===== src/rtl/data_mem_arbiter_if.sv =====
// Two-requester data-memory bus plus the single-port RAM side it is arbitrated onto.
// Signal names keep the requester/RAM port names so the bus reads like the block's pin list.
interface data_mem_arbiter_if #(
    parameter int ADDR_WIDTH = 32,
    parameter int DATA_WIDTH = 32
);
    localparam int BE_W = DATA_WIDTH / 8;

    logic                  m0_req_i;
    logic                  m0_we_i;
    logic [BE_W-1:0]       m0_be_i;
    logic [ADDR_WIDTH-1:0] m0_addr_i;
    logic [DATA_WIDTH-1:0] m0_wdata_i;
    logic                  m0_gnt_o;
    logic                  m0_rvalid_o;
    logic [DATA_WIDTH-1:0] m0_rdata_o;

    logic                  m1_req_i;
    logic                  m1_we_i;
    logic [BE_W-1:0]       m1_be_i;
    logic [ADDR_WIDTH-1:0] m1_addr_i;
    logic [DATA_WIDTH-1:0] m1_wdata_i;
    logic                  m1_gnt_o;
    logic                  m1_rvalid_o;
    logic [DATA_WIDTH-1:0] m1_rdata_o;

    logic                  ram_en_o;
    logic [BE_W-1:0]       ram_we_o;
    logic [ADDR_WIDTH-3:0] ram_addr_o;
    logic [DATA_WIDTH-1:0] ram_wdata_o;
    logic [DATA_WIDTH-1:0] ram_rdata_i;

    modport slave (
        input  m0_req_i, m0_we_i, m0_be_i, m0_addr_i, m0_wdata_i,
        output m0_gnt_o, m0_rvalid_o, m0_rdata_o,
        input  m1_req_i, m1_we_i, m1_be_i, m1_addr_i, m1_wdata_i,
        output m1_gnt_o, m1_rvalid_o, m1_rdata_o,
        output ram_en_o, ram_we_o, ram_addr_o, ram_wdata_o,
        input  ram_rdata_i
    );

    modport master (
        output m0_req_i, m0_we_i, m0_be_i, m0_addr_i, m0_wdata_i,
        input  m0_gnt_o, m0_rvalid_o, m0_rdata_o,
        output m1_req_i, m1_we_i, m1_be_i, m1_addr_i, m1_wdata_i,
        input  m1_gnt_o, m1_rvalid_o, m1_rdata_o,
        input  ram_en_o, ram_we_o, ram_addr_o, ram_wdata_o,
        output ram_rdata_i
    );
endinterface


===== src/rtl/data_mem_arbiter.sv =====
// Round-robin arbiter sharing one single-port data RAM between the load/store unit (m0)
// and the debug/DMA port (m1); grant is combinational, read data returns one cycle later.
module data_mem_arbiter #(
    parameter int ADDR_WIDTH = 32,
    parameter int DATA_WIDTH = 32
) (
    input  logic clk_i,
    input  logic rstn_i,
    data_mem_arbiter_if.slave bus
);
    localparam int BE_W = DATA_WIDTH / 8;

    logic                  r_last_gnt;
    logic                  r_rd_pend;
    logic                  r_rd_owner;

    logic                  w_gnt0;
    logic                  w_gnt1;
    logic                  w_any_gnt;
    logic                  w_sel_we;
    logic [BE_W-1:0]       w_sel_be;
    logic [ADDR_WIDTH-3:0] w_sel_word;
    logic [DATA_WIDTH-1:0] w_sel_wdata;
    logic                  w_rvalid0;
    logic                  w_rvalid1;
    logic [3:0]            w_unused_addr_lo;

    // The RAM is word-addressed, so the byte offset bits never reach it.
    assign w_unused_addr_lo = {bus.m0_addr_i[1:0], bus.m1_addr_i[1:0]};

    // Ties go to whichever master did not win last; reset leaves last_gnt=1 so m0 wins first.
    always_comb begin
        w_gnt0 = 1'b0;
        w_gnt1 = 1'b0;
        if (rstn_i) begin
            if (bus.m0_req_i && (!bus.m1_req_i || r_last_gnt)) begin
                w_gnt0 = 1'b1;
            end else if (bus.m1_req_i) begin
                w_gnt1 = 1'b1;
            end
        end
    end

    assign w_any_gnt = w_gnt0 | w_gnt1;

    // With no grant the mux rests on master 0 so the RAM address/data lines stay quiet.
    always_comb begin
        w_sel_we    = bus.m0_we_i;
        w_sel_be    = bus.m0_be_i;
        w_sel_word  = bus.m0_addr_i[ADDR_WIDTH-1:2];
        w_sel_wdata = bus.m0_wdata_i;
        if (w_gnt1) begin
            w_sel_we    = bus.m1_we_i;
            w_sel_be    = bus.m1_be_i;
            w_sel_word  = bus.m1_addr_i[ADDR_WIDTH-1:2];
            w_sel_wdata = bus.m1_wdata_i;
        end
    end

    always_ff @(posedge clk_i or negedge rstn_i) begin
        if (!rstn_i) begin
            r_last_gnt <= 1'b1;
            r_rd_pend  <= 1'b0;
            r_rd_owner <= 1'b0;
        end else begin
            if (w_any_gnt) begin
                r_last_gnt <= w_gnt1;
            end
            r_rd_pend  <= w_any_gnt && !w_sel_we;
            r_rd_owner <= w_gnt1;
        end
    end

    assign w_rvalid0 = r_rd_pend && !r_rd_owner;
    assign w_rvalid1 = r_rd_pend &&  r_rd_owner;

    assign bus.m0_gnt_o    = w_gnt0;
    assign bus.m1_gnt_o    = w_gnt1;
    assign bus.m0_rvalid_o = w_rvalid0;
    assign bus.m1_rvalid_o = w_rvalid1;
    assign bus.m0_rdata_o  = w_rvalid0 ? bus.ram_rdata_i : '0;
    assign bus.m1_rdata_o  = w_rvalid1 ? bus.ram_rdata_i : '0;

    assign bus.ram_en_o    = w_any_gnt;
    assign bus.ram_we_o    = (w_any_gnt && w_sel_we) ? w_sel_be : '0;
    assign bus.ram_addr_o  = w_sel_word;
    assign bus.ram_wdata_o = w_sel_wdata;
endmodule


===== src/flat_wrapper.sv =====
// flat-port wrapper written by rule: the top's interface ports become plain ports
module data_mem_arbiter_flat 
#(
    parameter int ADDR_WIDTH = 32,
    parameter int DATA_WIDTH = 32
)
  (clk_i, rstn_i, bus_m0_req_i, bus_m0_we_i, bus_m0_be_i, bus_m0_addr_i, bus_m0_wdata_i, bus_m0_gnt_o, bus_m0_rvalid_o, bus_m0_rdata_o, bus_m1_req_i, bus_m1_we_i, bus_m1_be_i, bus_m1_addr_i, bus_m1_wdata_i, bus_m1_gnt_o, bus_m1_rvalid_o, bus_m1_rdata_o, bus_ram_en_o, bus_ram_we_o, bus_ram_addr_o, bus_ram_wdata_o, bus_ram_rdata_i);
  data_mem_arbiter_if #(.ADDR_WIDTH(ADDR_WIDTH), .DATA_WIDTH(DATA_WIDTH)) bus_i ();
  input  logic clk_i;
  input  logic rstn_i;
  input wire logic [$bits(bus_i.m0_req_i)-1:0] bus_m0_req_i;
  input wire logic [$bits(bus_i.m0_we_i)-1:0] bus_m0_we_i;
  input wire logic [$bits(bus_i.m0_be_i)-1:0] bus_m0_be_i;
  input wire logic [$bits(bus_i.m0_addr_i)-1:0] bus_m0_addr_i;
  input wire logic [$bits(bus_i.m0_wdata_i)-1:0] bus_m0_wdata_i;
  output wire logic [$bits(bus_i.m0_gnt_o)-1:0] bus_m0_gnt_o;
  output wire logic [$bits(bus_i.m0_rvalid_o)-1:0] bus_m0_rvalid_o;
  output wire logic [$bits(bus_i.m0_rdata_o)-1:0] bus_m0_rdata_o;
  input wire logic [$bits(bus_i.m1_req_i)-1:0] bus_m1_req_i;
  input wire logic [$bits(bus_i.m1_we_i)-1:0] bus_m1_we_i;
  input wire logic [$bits(bus_i.m1_be_i)-1:0] bus_m1_be_i;
  input wire logic [$bits(bus_i.m1_addr_i)-1:0] bus_m1_addr_i;
  input wire logic [$bits(bus_i.m1_wdata_i)-1:0] bus_m1_wdata_i;
  output wire logic [$bits(bus_i.m1_gnt_o)-1:0] bus_m1_gnt_o;
  output wire logic [$bits(bus_i.m1_rvalid_o)-1:0] bus_m1_rvalid_o;
  output wire logic [$bits(bus_i.m1_rdata_o)-1:0] bus_m1_rdata_o;
  output wire logic [$bits(bus_i.ram_en_o)-1:0] bus_ram_en_o;
  output wire logic [$bits(bus_i.ram_we_o)-1:0] bus_ram_we_o;
  output wire logic [$bits(bus_i.ram_addr_o)-1:0] bus_ram_addr_o;
  output wire logic [$bits(bus_i.ram_wdata_o)-1:0] bus_ram_wdata_o;
  input wire logic [$bits(bus_i.ram_rdata_i)-1:0] bus_ram_rdata_i;
  assign bus_i.m0_req_i = bus_m0_req_i;
  assign bus_i.m0_we_i = bus_m0_we_i;
  assign bus_i.m0_be_i = bus_m0_be_i;
  assign bus_i.m0_addr_i = bus_m0_addr_i;
  assign bus_i.m0_wdata_i = bus_m0_wdata_i;
  assign bus_m0_gnt_o = bus_i.m0_gnt_o;
  assign bus_m0_rvalid_o = bus_i.m0_rvalid_o;
  assign bus_m0_rdata_o = bus_i.m0_rdata_o;
  assign bus_i.m1_req_i = bus_m1_req_i;
  assign bus_i.m1_we_i = bus_m1_we_i;
  assign bus_i.m1_be_i = bus_m1_be_i;
  assign bus_i.m1_addr_i = bus_m1_addr_i;
  assign bus_i.m1_wdata_i = bus_m1_wdata_i;
  assign bus_m1_gnt_o = bus_i.m1_gnt_o;
  assign bus_m1_rvalid_o = bus_i.m1_rvalid_o;
  assign bus_m1_rdata_o = bus_i.m1_rdata_o;
  assign bus_ram_en_o = bus_i.ram_en_o;
  assign bus_ram_we_o = bus_i.ram_we_o;
  assign bus_ram_addr_o = bus_i.ram_addr_o;
  assign bus_ram_wdata_o = bus_i.ram_wdata_o;
  assign bus_i.ram_rdata_i = bus_ram_rdata_i;
  data_mem_arbiter #(.ADDR_WIDTH(ADDR_WIDTH), .DATA_WIDTH(DATA_WIDTH)) u_core (.clk_i(clk_i), .rstn_i(rstn_i), .bus(bus_i));
endmodule

===== config.mk =====
export PLATFORM = sky130hd
export DESIGN_NAME = data_mem_arbiter_flat
export DESIGN_NICKNAME = d
export VERILOG_FILES = /design/src/rtl/data_mem_arbiter_if.sv /design/src/rtl/data_mem_arbiter.sv /design/src/flat_wrapper.sv
export SDC_FILE = /design/constraint.sdc
export NUM_CORES = 1
export LEC_CHECK = 0
export ABC_AREA = 0
export BUFFER_PORTS_ARGS = -buffer_cell sky130_fd_sc_hd__buf_4
export CAP_MARGIN = 10
export CELL_PAD_IN_SITES_DETAIL_PLACEMENT = 1
export CELL_PAD_IN_SITES_GLOBAL_PLACEMENT = 1
export CORE_AREA = 2 2 119 121
export DETAILED_ROUTE_END_ITERATION = 12
export DIE_AREA = 0 0 121 123
export HOLD_SLACK_MARGIN = 0.1
export PLACE_DENSITY = 0.68
export SYNTH_ARGS = -nofsm -noshare
export SYNTH_HDL_FRONTEND = slang
export SYNTH_SLANG_ARGS = --single-unit

===== constraint.sdc =====
create_clock -name clk_i -period 5.3 [get_ports clk_i]
set_clock_uncertainty 0.2 [all_clocks]
set_input_delay 1.06 -clock clk_i [delete_from_list [all_inputs] [get_ports clk_i]]
set_output_delay 1.06 -clock clk_i [all_outputs]
set_load 0.005 [all_outputs]

==> results.py <==
metrics = {
    "status": {
        "outcome": "complete, no violations",
    },
    "clock_network": {
        "cts_resized": 0,
        "clock-sinks": 3,
        "clk_path_buf_depth": 2,
        "cts_max_level": 1,
        "cts_hold_buffers": 0,
        "cts_tree": "yes",
        "numCtsBuffers": 3,
        "cts_root_buf": "clkbuf_16",
        "cts_setup_buffers": 0,
        "clkSlewWorstSetupHoldPaths_ns": 0.03,
        "clkLatencyLatePin_ns": 0.23,
    },
    "drt": {
        "first_pass_iters": 3,
        "routed_wl_um": 10400,
        "drcViolationCount": 0,
        "detail-route-antenna-nets": 0,
        "via_per_inst": 3.86,
        "vias": 2512,
        "avgRoutedWirePerCell_um": 15.9,
        "first_iter_violations": 24,
    },
    "timing": {
        "finalCriticalPeriod_ns": 3.93,
        "fmax_mhz": 254,
        "worst_pin_slew_ns": 0.846,
        "fin_tns_setup_ns": 0,
        "report.final.slew_viol_count": 0,
        "slew-limit-headroom": 0.436,
        "setup_viol": 0,
        "fin_crit_sh": 0.742,
        "hold_violations": 0,
        "rsz0062_at_grt": "false",
    },
    "die": {
        "initial_core_util": 0.124,
        "boundaryPins": 309,
        "dieArea_sq_um": 14900,
        "chipHeight_um": 123,
        "core_sq_um": 13600,
        "dieWidth_um": 121,
        "fp-row-count": 43,
    },
    "global_routing": {
        "grt_usage": 0.122,
        "antenna_found_initial": 0,
        "grt-ovfl-total": 0,
        "grt_pass1_wl_um": 14200,
        "grt_pass1_vias": 2589,
        "grt_max_degree": 35,
    },
    "logic_synthesis": {
        "synth_top_cell_by_area": "mux2_4",
        "netlist.area_leader.share": 0.524,
        "synthTopCellsByArea": "mux2_4, and2_1, and3_1",
        "syn_nets": 350,
        "yosysSeqAreaShare": 0.0452,
        "synth_seq_cells": 3,
        "avgSynthCellArea_sq_um": 9.60,
        "yosys_warnings": 0,
        "netlist_instances": 176,
        "syn_area_sq_um": 1690,
        "synthDistinctLibCells": 22,
    },
    "critical_path": {
        "crit_top_cell": "buf_4",
        "critPathLaunchType": "input pin",
        "worst-setup-path-type": "input pin to primary output",
        "cp_max_fo": 34,
        "path_cells": "buf_4 -> a21boi_4 -> nand2_4 -> buf_12 -> mux2_2 -> buf_4",
        "cp_data_arrival_time_ns": 2.67,
        "cp.required_ns": 4.04,
        "cp_slowest_cell": "nand2_4",
        "cpPeakStageDelay_ns": 0.49,
        "cp-end-kind": "primary output",
    },
    "final_layout": {
        "area_growth_pct": 148,
        "insertedDiodeCount": 0,
        "layout_commonest_cell": "buf_4",
        "fin_cells": 650,
        "mostFrequentLayoutCells": "buf_4, mux2_4, and2_1, and3_1",
        "final_nets": 645,
        "drive_gt1_frac": 0.798,
    },
    "placed_design": {
        "dp.cells": 646,
        "place.detailed.hpwl_um": 9390,
        "port_buffers": 304,
        "gp_congestion": 0.691,
    },
    "hold_path": {
        "hp-class": "flip-flop to flip-flop",
    },
    "power": {
        "ir_drop_mv": 0.0673,
        "powerDensity_nw_per_um2": 117,
        "p_leak_nw": 2.51,
    },
    "run": {
        "max_cap_viol_count": 0,
    },
}
[flip-flops by register name, indices dropped and copies added (netlist names)]
signal and flops:
u_core.r_rd_pend 1, u_core.r_last_gnt 1, u_core.r_rd_owner 1
[layout make-up]
type / count / area [sq um]
Tap cell: 180 / 225
Fill cell: 1631 / 9420
Clock buffer: 4 / 78.8
Inverter: 3 / 11.3
Sequential cell: 3 / 76.3
Timing Repair Buffer: 306 / 2310
Multi-Input combinational cell: 154 / 1500
[kinds of logic after synthesis]
logic type      count (synthesis)  share of synthesized area
mux                            62                      0.544
simple gates                   79                      0.283
flops                           3                     0.0452
compound gates                 13                     0.0578
buf+inv                        19                     0.0696
[cells in the mapped netlist]
| cell type | count |
|---|---|
| and3_1 | 32 |
| o21ai_0 | 4 |
| clkbuf_1 | 9 |
| nor2_1 | 3 |
| a21oi_1 | 4 |
| inv_1 | 3 |
| a21bo_2 | 1 |
| dfstp_2 | 1 |
| nand2_1 | 3 |
| nor3_1 | 1 |
| dfrtp_1 | 2 |
| o32a_1 | 2 |
| buf_6 | 6 |
| mux2_4 | 59 |
| mux2_2 | 3 |
| nand2_4 | 1 |
| a22o_1 | 1 |
| nand3_1 | 4 |
| a21boi_4 | 1 |
| nor2b_1 | 2 |
| buf_2 | 1 |
| and2_1 | 33 |
[critical path, delay by kind of cell]
family / cells / cell delay, ns
muxes: 1 / 0.37
and+or+nand+nor: 1 / 0.49
AOI/OAI and AO/OA: 1 / 0.16
buffers and inverters: 3 / 0.57
[routing by layer]
metal	vias up	GRT usage	routed length, um
met5	-	0	0
met4	0	0.0262	78
met3	5	0.0411	1230
met2	165	0.255	5780
met1	1126	0.113	3270
li1	1216	-	-
[metrics by stage]
| step | power, mW | setup slack [ns] | hold slack [ns] | cell area (sq um) | util |
|---|---|---|---|---|---|
| detailed placement | 0.375 | 1.32 | 0.379 | 4120 | 0.303 |
| CTS | 0.500 | 1.32 | 0.390 | 4200 | 0.308 |
| global placement | 0.368 | 1.36 | 0.380 | 4120 | 0.303 |
| finish | 0.491 | 1.37 | 0.390 | 4200 | 0.308 |
| floorplan | 0.165 | 2.18 | 0.369 | 1690 | - |
| global route | 0.519 | 1.29 | 0.395 | 4200 | 0.308 |
[worst paths after layout]
kind,end,from,slack (ns),cells past startpoint
max,bus_ram_wdata_o[31],bus_m1_req_i,1.37,6
min in group asynchronous,u_core.r_rd_pend,rstn_i,0.46,1
min,u_core.r_last_gnt,u_core.r_last_gnt,0.39,1
min reg2reg,u_core.r_last_gnt,u_core.r_last_gnt,0.39,1
max reg2reg,u_core.r_rd_owner,u_core.r_last_gnt,3.67,3
max in group asynchronous,u_core.r_last_gnt,rstn_i,4.21,1
[report_power, final]
group	switching [mW]	internal (mW)	total, mW
clock	0.0235	0.0995	0.123
sequential	0.0105	0.0267	0.0372
combinational	0.107	0.224	0.330
total	0.141	0.350	0.491
Note: power is estimated with default switching activity, not from simulation.
